`config.mk`:
```
export PLATFORM = sky130hd
export DESIGN_NAME = sw_debounce
export DESIGN_NICKNAME = d
export VERILOG_FILES = /design/src/rtl/sw_debounce_pkg.sv /design/src/rtl/sw_debounce_bit.sv /design/src/rtl/sw_debounce.sv
export SDC_FILE = /design/constraint.sdc
export NUM_CORES = 1
export LEC_CHECK = 0
export CORE_MARGIN = 5
export CORE_UTILIZATION = 54
export DETAILED_ROUTE_END_ITERATION = 8
export GPL_TIMING_DRIVEN = 0
export PLACE_DENSITY = 0.76
export SYNTH_ARGS = -nofsm -noshare
export SYNTH_HDL_FRONTEND = slang
export SYNTH_SLANG_ARGS = --single-unit
```
`constraint.sdc`:
```
create_clock -name clk -period 2.48 [get_ports clk]
set_clock_uncertainty 0.05 [all_clocks]
set_input_delay 0.62 -clock clk [delete_from_list [all_inputs] [get_ports clk]]
set_output_delay 0.62 -clock clk [all_outputs]
set_load 0.01 [all_outputs]
```
`src/rtl/sw_debounce_pkg.sv`:
```
// Board-level constants and sizing helpers shared by the switch debouncer.
package sw_debounce_pkg;
  localparam int CLK_HZ         = 16_000_000;
  localparam int DEFAULT_DIV    = CLK_HZ / 1000;
  localparam int DEFAULT_STABLE = 4;

  // Counter width for a modulus n, never below one bit so DIV=1 still builds.
  function automatic int cnt_w(input int n);
    return (n <= 1) ? 1 : $clog2(n);
  endfunction
endpackage

```
`src/rtl/sw_debounce_bit.sv`:
```
// One switch bit: 2-FF synchroniser, tick-sampled stability counter,
// debounced state and registered rise/fall strobes.
module deb_bit
  import sw_debounce_pkg::*;
#(
  parameter int STABLE = DEFAULT_STABLE
) (
  input  logic clk,
  input  logic rst,
  input  logic i_tick,
  input  logic i_raw,
  output logic o_sw,
  output logic o_rise,
  output logic o_fall,
  output logic o_acc
);
  localparam int SCW = $clog2(STABLE + 1);

  logic           r_meta;
  logic           r_sync;
  logic [SCW-1:0] r_scnt;
  logic           r_sw;
  logic           r_rise;
  logic           r_fall;
  logic           w_diff;
  logic           w_full;

  assign w_diff = r_sync ^ r_sw;
  assign w_full = (r_scnt >= SCW'(STABLE - 1));
  // Change accepted on this edge; the top registers the OR of these as chg.
  assign o_acc  = i_tick & w_diff & w_full;

  always_ff @(posedge clk) begin
    if (rst) begin
      r_meta <= 1'b0;
      r_sync <= 1'b0;
      r_scnt <= '0;
      r_sw   <= 1'b0;
      r_rise <= 1'b0;
      r_fall <= 1'b0;
    end else begin
      r_meta <= i_raw;
      r_sync <= r_meta;
      r_rise <= 1'b0;
      r_fall <= 1'b0;
      if (i_tick) begin
        if (!w_diff) begin
          r_scnt <= '0;
        end else if (w_full) begin
          r_sw   <= ~r_sw;
          r_scnt <= '0;
          r_rise <= ~r_sw;
          r_fall <= r_sw;
        end else begin
          r_scnt <= r_scnt + SCW'(1);
        end
      end
    end
  end

  assign o_sw   = r_sw;
  assign o_rise = r_rise;
  assign o_fall = r_fall;
endmodule

```
`src/rtl/sw_debounce.sv`:
```
// Debounces WIDTH raw switch pins; one shared sample-tick prescaler drives
// WIDTH independent deb_bit slices.
module sw_debounce
  import sw_debounce_pkg::*;
#(
  parameter int WIDTH  = 8,
  parameter int DIV    = DEFAULT_DIV,
  parameter int STABLE = DEFAULT_STABLE
) (
  input  logic             clk,
  input  logic             rst,
  input  logic [WIDTH-1:0] sw_raw,
  output logic [WIDTH-1:0] sw,
  output logic [WIDTH-1:0] rise,
  output logic [WIDTH-1:0] fall,
  output logic             chg
);
  localparam int PW = cnt_w(DIV);

  logic [PW-1:0]    r_cnt;
  logic             r_chg;
  logic             w_tick;
  logic [WIDTH-1:0] w_acc;

  assign w_tick = (r_cnt == PW'(DIV - 1));

  always_ff @(posedge clk) begin
    if (rst) begin
      r_cnt <= '0;
      r_chg <= 1'b0;
    end else begin
      r_cnt <= w_tick ? '0 : r_cnt + PW'(1);
      r_chg <= |w_acc;
    end
  end

  genvar gi;
  generate
    for (gi = 0; gi < WIDTH; gi++) begin : g_bit
      deb_bit #(
        .STABLE(STABLE)
      ) u_bit (
        .clk   (clk),
        .rst   (rst),
        .i_tick(w_tick),
        .i_raw (sw_raw[gi]),
        .o_sw  (sw[gi]),
        .o_rise(rise[gi]),
        .o_fall(fall[gi]),
        .o_acc (w_acc[gi])
      );
    end
  endgenerate

  assign chg = r_chg;
endmodule
```
# ---- Word-level counts from Yosys, hierarchy flattened
# Index checks and enable logic that the tools add are counted.
dict set report totals {
  register_bits 79
  output_inout_bits 25
  word_cells 151
}
dict set report classes {
  add_sub_neg 9
  order_cmp 8
  eq_ne 1
  mux 16
  bitwise_logic 49
  reduce_logical 18
}
# operator n
set ops {}
lappend ops {{3-bit 2-to-1 mux} 16}
lappend ops {{4-bit OR reduction} 8}
lappend ops {{1-bit inverter} 25}
lappend ops {{3-bit by 1-bit adder with 3-bit output, second input constant} 8}
lappend ops {{3-bit by 2-bit greater-or-equal comparator with 1-bit output, second input constant} 8}
lappend ops {{3-bit AND reduction} 8}
lappend ops {{1-bit AND} 16}
lappend ops {{14-bit by 1-bit adder with 14-bit output, second input constant} 1}
lappend ops {{14-bit == test, second input constant} 1}
lappend ops {{8-bit OR reduction} 1}
lappend ops {{1-bit XOR} 8}
lappend ops {{2-bit OR reduction} 1}

# ---- Depth between registers and ports, before layout
# Gate-level depths: netlist of run 1.
dict set report depth {
  word_depth 4
  depth_mapped 8
  mapped_depth_nobuf 6
}

# ---- By module
# A second synthesis of run 1 with hierarchy kept.
dict set report unflattened {
  cells_unflattened 333
  hier_area_um2 3339.5
}
# module instances cells_each area_per_inst_um2 seq_area_each_um2
set modules_own_cells {}
lappend modules_own_cells {deb_bit 8 33 334.1 160.2}
lappend modules_own_cells {sw_debounce 1 69 666.9 300.3}

# ---- Worst setup path after synthesis of run 1
# OpenSTA, ideal clock, no wires.
dict set report synth_timing {
  path_type {register -> register}
  from {register r_cnt[0]}
  to {register g_bit[7].u_bit.r_sw}
  setup_time_ps 132
  arrival_time_ps 1886
  setup_slack_ps 412
  path_stages_with_launch 9
  n_path_buf 3
  period_less_slack_ps 2068
  cell_sequence {dfxtp_1 -> ha_1 -> nand4_1 -> or4_1 -> buf_2 -> buf_6 -> clkbuf_1 -> o21ai_0 -> a21oi_1}
}
dict set report synth_between {
  elab_chain_len 2
}
# item line_no
set synth_lines {}
lappend synth_lines {{start: declaration} sw_debounce.sv:20} ;# logic [PW-1:0] r_cnt;
lappend synth_lines {{start signal: assignment} sw_debounce.sv:32} ;# r_cnt <= w_tick ? '0 : r_cnt + PW'(1);
lappend synth_lines {{14-bit == test} sw_debounce.sv:25} ;# assign w_tick = (r_cnt == PW'(DIV - 1));
lappend synth_lines {{3-bit AND reduction (no line)} --}
lappend synth_lines {{end signal: assignment} sw_debounce_bit.sv:50} ;# r_sw <= ~r_sw;
lappend synth_lines {{end: declaration} sw_debounce_bit.sv:22} ;# logic r_sw;
# Every way passes these cells.
# A chain may end at the register's enable or synchronous reset.

# ---- Worst setup path in the final report of run 1
dict set report layout_timing {
  from {register r_cnt[0]}
  to {register g_bit[0].u_bit.r_sw}
}
dict set report layout_between {
  elab_chain_len 2
}
# item line_no
set layout_lines {}
lappend layout_lines {{14-bit == test} sw_debounce.sv:25}
lappend layout_lines {{3-bit AND reduction (no line)} --}
lappend layout_lines {{end signal: assignment} sw_debounce_bit.sv:50}
lappend layout_lines {{end: declaration} sw_debounce_bit.sv:22}
# Every way passes these cells.

==> results.cfg, run 1 <==
[run_status]
status = completed

[finish]
finish.net_count = 438
layout.cells.most_common = dfxtp_1
layout-drive-gt1-share_pct = 11.5
area.growth.synth_to_final_pct = 19.5
antenna_cells_inserted = 0
commonest_cells_after_routing_fill_and_taps_aside = dfxtp_1, clkdlybuf4s50_1, a21oi_1, nand2_1, buf_4
fillCellCount = 486
final_cell_count_no_fill = 491

[power_and_ir_drop]
total_switching_power_mw = 0.481
cellInternalPower_mw = 1.80
power_frac_comb_pct = 2.9
pwr_density_cell_nw_per_um2 = 566
vdd_ir_drop_max_v = 0.000571
p_leak_nw = 1.51
power.sequential.fraction_pct = 56.6
fin_total_pwr_mw = 2.28
sw_frac_of_total_pct = 21.1
clockPowerShare_pct = 40.6

[cts]
cts_hold_buf = 0
tritoncts = yes
cts_buffers = 9
clk_path_buf_depth = 2
worst_skew_pair.late_latency_ns = 0.35
clk_pin_slew_ns = 0.07
cts_max_level = 3
clk_sinks = 79
ctsRootBufferMaster = clkbuf_8

[place]
dp_hpwl_um = 4650
io_buffers = 34
place_inst = 472
gpl.final_weighted_congestion = 0.797

[yosys]
synth-edff-count = 0
synth_top_cell_area_share_pct = 46.8
post_synth.cell_area_avg_um2 = 9.31
asyncSetResetFlopFracSynth_pct = 0
synthCells = 363
ys_warn_count = 0
syn-num-nets = 390
postSynthRegisterBits = 79
post_synthesis_cell_area_um2 = 3380
synthDistinctLibCells = 33
seq_area_frac_synth_pct = 46.8
synthFlopType = dfxtp_1
synth.largest_area_cell = dfxtp_1
synth.area.top_cells = dfxtp_1, ha_1, buf_4

[timing]
setup-violations-final = 0
report.final.slew_viol_count = 0
fin_crit_sh_pct = 94.9
timing.max_slew.rel_slack_pct = 44.1
setup-tns-final_ns = 0
final-hold-violation-count = 0
period_needed_ns = 2.35
clock.fmax_mhz = 425
timing_worst_slew_pin_value_ns = 0.834

[run]
maxCapViolCount = 0

[critical_path]
worstSetupStartpointType = register
reg2reg_setup_slack_ns = 0.13
worst_setup_path_end_kind = register
rr_worst_depth = 8
worstReg2RegStart = r_cnt[0]
cp.arrival_ns = 2.51
criticalPathCategory = reg -> reg
path_cells = ha_1 -> nand4_1 -> or4_1 -> buf_2 -> buf_6 -> clkbuf_2 -> o21ai_0 -> a21oi_1
required_ns = 2.64
crit-reg2reg-capture = g_bit[0].u_bit.o_sw
max_stage_delay_ns = 0.52
crit_slowest_cell = or4_1
timing.critical_path.fanout_max = 10

[floorplan]
chipHeight_um = 89.1
row_count = 28
starting_utilization_of_the_core_area_pct = 56.4
i_o_pins = 35
die_width_um = 89.1
core_area_um2 = 5990
fp.dieArea_um2 = 7940

[min_path]
hold_class = reg -> reg
whs_endpoint = g_bit[4].u_bit.r_sync
timing.hold.worst.start = g_bit[4].u_bit.r_meta
hold-path-cell-count = 1

[route]
vias = 2620
detailed_routing_iterations_pass_1 = 4
drtAntennaViolNets = 0
post-route-drc-count = 0
detail_route.vias_per_cell = 5.34
post_detailed_routing_wire_length_um = 6640
wl_per_cell_um = 13.5
drt_first_iter_violations = 83

[global_routing]
grt_max_degree = 13
global_route_wire_length_before_repair_um = 11300
gr-usage-all-layers_pct = 18.5
grt_pass1_vias = 2516
antenna_violations_before_repair = 0
grt_overflow = 0
-- worst max-delay path, delay by kind of cell, from the launching register on --
kind / cells / cell delay [ns]
flops: 1 / 0.35
buf+inv: 3 / 0.55
simple gates: 2 / 0.71
fa+ha+maj: 1 / 0.23
compound gates: 2 / 0.32
-- power groups by stage --
stage / combinational [mW] / clock (mW) / sequential [mW]
6_report: 0.0653 / 0.927 / 1.29
3_3_place_gp: 0.0644 / 0 / 1.32
3_5_place_dp: 0.0654 / 0 / 1.32
4_1_cts: 0.0660 / 0.948 / 1.29
2_1_floorplan: 0.0390 / 0 / 1.32
5_1_grt: 0.0726 / 0.999 / 1.29
-- worst max path at each step --
stage,start,depth (start not counted),slack [ns],to
2_1_floorplan,r_cnt[0],8,0.41,g_bit[7].u_bit.o_sw
3_3_place_gp,r_cnt[0],6,0.05,g_bit[4].u_bit.o_fall
3_5_place_dp,r_cnt[0],6,0.03,g_bit[4].u_bit.o_fall
4_1_cts,r_cnt[0],6,0.009,g_bit[4].u_bit.o_fall
5_1_grt,r_cnt[0],8,-0.01,g_bit[0].u_bit.o_sw
6_report,r_cnt[0],8,0.13,g_bit[0].u_bit.o_sw
-- final cells by class --
class	count	area [um^2]	area share (%)
flip-flops and latches	79	1580	39.2
multi-input cells	235	1520	37.5
repair buffers	37	363	8.99
plain buffers	39	256	6.35
clock buffers	12	145	3.59
well taps	75	93.8	2.32
clock inverters	4	45.0	1.12
inverters	10	37.5	0.930
-- stage by stage --
| stage | setup WS [ns] | util [%] | hold WS, ns | cell area, um^2 |
|---|---|---|---|---|
| final | 0.126 | 67.4 | 0.390 | 4040 |
| after detailed placement | 0.0330 | 63.6 | 0.379 | 3810 |
| after global placement | 0.0466 | 63.6 | 0.367 | 3810 |
| after global routing | -0.0104 | 67.4 | 0.412 | 4040 |
| after floorplan | 0.412 | - | 0.364 | 3380 |
| after CTS | 0.00864 | 66.8 | 0.398 | 4000 |
-- synth_stat cells (all sizes together) (3+ instances only) --
cell type	number
dfxtp	79
a21oi	33
nand2	32
buf	27
nor2	18
nor2b	18
ha	17
or3	17
xnor2	13
clkbuf	12
inv	10
nand2b	8
nor4b	8
o21ai	8
nor3	7
a211oi	6
nand3b	6
nand4	6
xor2	6
nand3	5
nand4b	5
a211o	4
and3	4
nor4	4
or4	3
-- cell families after synthesis --
| logic type | Yosys count | synth area share, % |
|---|---|---|
| XOR/XNOR | 19 | 4.93 |
| adder cells (fa/ha/maj) | 17 | 6.30 |
| buffers and inverters | 49 | 8.59 |
| AND/OR/NAND/NOR | 145 | 24.3 |
| AO/OA/AOI/OAI | 54 | 9.04 |
| flip-flops | 79 | 46.8 |
-- per-layer routing --
metal	track usage, %	vias up	routed length, um
met4	9.47	0	103
met3	3.41	11	326
met2	30.8	56	3110
met1	22.7	1225	3100
li1	-	1328	-
met5	0	-	0
-- sequential cells by signal, indices dropped and copies added (netlist names) --
signal              count
chg                     1
g_bit.u_bit.o_fall      8
g_bit.u_bit.o_rise      8
g_bit.u_bit.o_sw        8
g_bit.u_bit.r_meta      8
g_bit.u_bit.r_scnt     24
g_bit.u_bit.r_sync      8
r_cnt                  14
-- what timing repair did --
item                       in CTS  in global routing
hold endpoints to repair        0                  0
setup endpoints to repair       0                 36
buffers inserted                0                  3
resized for setup               0                  8
Note: power is estimated with default switching activity, not from simulation.
==> run 2, diff against run 1 <==
--- a/config.mk
+++ b/config.mk
@@ -10,6 +10,7 @@
 export DETAILED_ROUTE_END_ITERATION = 8
 export GPL_TIMING_DRIVEN = 0
 export PLACE_DENSITY = 0.76
+export SKIP_LAST_GASP = 1
 export SYNTH_ARGS = -nofsm -noshare
 export SYNTH_HDL_FRONTEND = slang
 export SYNTH_SLANG_ARGS = --single-unit
==> constraint.sdc (replaced) <==
create_clock -name clk -period 2.48 [get_ports clk]
set_clock_uncertainty 0.05 [all_clocks]
set_input_delay 0.62 -clock clk [delete_from_list [all_inputs] [get_ports clk]]
set_output_delay 0.62 -clock clk [all_outputs]
set_load 0.02 [all_outputs]
==> run 2 against run 1 <==
  * Global-route usage unchanged
  * Final cell count is the same
  * Routed wire length shrank 0.51%
  * Largest power group unchanged
==> results.cfg, run 2 (synthesized netlist as in run 1, its figures left out) <==
[timing]
timing_worst_slew_pin_value_ns = 0.850
timing.max_slew.rel_slack_pct = 43.0
setup_repair_after_global_routing_missed_its_margin = yes
period_needed_ns = 2.33
report.final.slew_viol_count = 0
clock.fmax_mhz = 428
final-hold-violation-count = 0
fin_crit_sh_pct = 94.1
setup-violations-final = 0

[route]
dr_wl_met2_um = 3150
dr_wl_met3_um = 332
detailed_routing_iterations_pass_1 = 5
post_detailed_routing_wire_length_um = 6600
topRoutingLayerUsed = met4
met1_length_um = 3020
drt_first_iter_violations = 86
post-route-drc-count = 0
vias = 2603
detail_route.vias_per_cell = 5.30
wl_per_cell_um = 13.5
drtAntennaViolNets = 0

[finish]
commonest_cells_after_routing_fill_and_taps_aside = dfxtp_1, clkdlybuf4s50_1, a21oi_1, nand2_1, buf_4
layout-drive-gt1-share_pct = 11.5
antenna_cells_inserted = 0
final_cell_count_no_fill = 491
largest_reg_flops = 24
largest_register = g_bit.u_bit.r_scnt
layout.cells.most_common = dfxtp_1
design_area_um2 = 4040
largestRegisters = g_bit.u_bit.r_scnt x24, r_cnt x14
finish.net_count = 438
area.growth.synth_to_final_pct = 19.5

[cts]
tritoncts = yes
cts_max_level = 3
clk_path_buf_depth = 2
cts_buffers = 9
ctsRootBufferMaster = clkbuf_8
clk_pin_slew_ns = 0.07
clk_sinks = 79
cts_hold_buf = 0
worst_skew_pair.late_latency_ns = 0.35

[power_and_ir_drop]
clockPowerShare_pct = 40.5
total_switching_power_mw = 0.477
p_leak_nw = 1.51
power.sequential.fraction_pct = 56.7
sw_frac_of_total_pct = 20.9
cellInternalPower_mw = 1.80
pwr_density_cell_nw_per_um2 = 565
power_frac_comb_pct = 2.9
vdd_ir_drop_max_v = 0.000570
fin_total_pwr_mw = 2.28

[place]
gpl.final_weighted_congestion = 0.797
io_buffers = 34
dpl_cell_area_um2 = 3810
place_inst = 472
dp_hpwl_um = 4650

[global_routing]
antenna_violations_before_repair = 0
gr-usage-all-layers_pct = 18.5
global_route_wire_length_before_repair_um = 11300
grt_overflow = 0
grt_pass1_vias = 2516
grt_max_degree = 13

[critical_path]
criticalPathCategory = reg -> reg
max_stage_delay_ns = 0.52
worstSetupStartpointType = register
cp.arrival_ns = 2.50
worst_setup_path_end_kind = register
required_ns = 2.64
crit_slowest_cell = or4_1
path_cells = ha_1 -> nand4_1 -> or4_1 -> buf_2 -> buf_6 -> clkbuf_2 -> o21ai_0 -> a21oi_1
timing.critical_path.fanout_max = 10

[floorplan]
die_width_um = 89.1
core_area_um2 = 5990
fp.dieArea_um2 = 7940
row_count = 28
chipHeight_um = 89.1
i_o_pins = 35
starting_utilization_of_the_core_area_pct = 56.4

[run]
maxCapViolCount = 0

[min_path]
hold_class = reg -> reg

[run_status]
status = completed
## run 2: cell counts in the layout (fill, tap and decap cells not counted)
Identical to the previous run, type by type.
## run 2: final cells by class
type | instances | area [um^2]
tap | 75 | 93.8
buffer | 39 | 256
inverter | 10 | 37.5
clock inverter | 4 | 45.0
fill | 486 | 1950
sequential | 79 | 1580
multi-input combinational | 235 | 1520
timing repair buffer | 37 | 363
clock buffer | 12 | 145
## run 2: power by group through the flow
stage | sequential [mW] | clock, mW | combinational [mW]
after floorplan | 1.32 | 0 | 0.0390
after global placement | 1.32 | 0 | 0.0644
after detailed placement | 1.32 | 0 | 0.0654
after CTS | 1.29 | 0.948 | 0.0660
after global routing | 1.29 | 0.999 | 0.0726
final | 1.29 | 0.923 | 0.0650
## run 2: per-layer routing
layer  vias up  GRT usage, %
li1       1330             -
met1      1215          22.7
met2        47          30.8
met3        11          3.41
met4         0          9.47
met5         -             0
## run 2: critical path, delay by kind of cell, from the launching register on
family | cells | cell delay, ns
buffers and inverters | 3 | 0.55
DFF | 1 | 0.35
adders and majority gates | 1 | 0.23
AOI/OAI and AO/OA | 2 | 0.31
and+or+nand+nor | 2 | 0.71
## run 2: stage by stage
stage | utilization, % | worst slack [ns] | TNS, ns | hold WS (ns)
6_report | 67.4 | 0.145 | 0 | 0.391
3_3_place_gp | 63.6 | 0.0466 | 0 | 0.367
3_5_place_dp | 63.6 | 0.0330 | 0 | 0.379
4_1_cts | 66.8 | 0.00864 | 0 | 0.398
5_1_grt | 67.4 | -0.0574 | -0.0678 | 0.412
2_1_floorplan | - | 0.412 | 0 | 0.364
## run 2: repair_timing
item / 4_1_cts / 5_1_grt
setup buffers: 0 / 3
resized for setup: 0 / 8
endpoints found under the setup margin: 0 / 36
## run 2: final timing paths
kind                                             from                     to  slack [ns]  cells after the start
worst max-delay path                         r_cnt[0]    g_bit[0].u_bit.o_sw        0.15                      8
worst min-delay path            g_bit[4].u_bit.r_meta  g_bit[4].u_bit.r_sync        0.39                      1
worst max register to register               r_cnt[0]    g_bit[0].u_bit.o_sw        0.15                      8
worst min register to register  g_bit[4].u_bit.r_meta  g_bit[4].u_bit.r_sync        0.39                      1
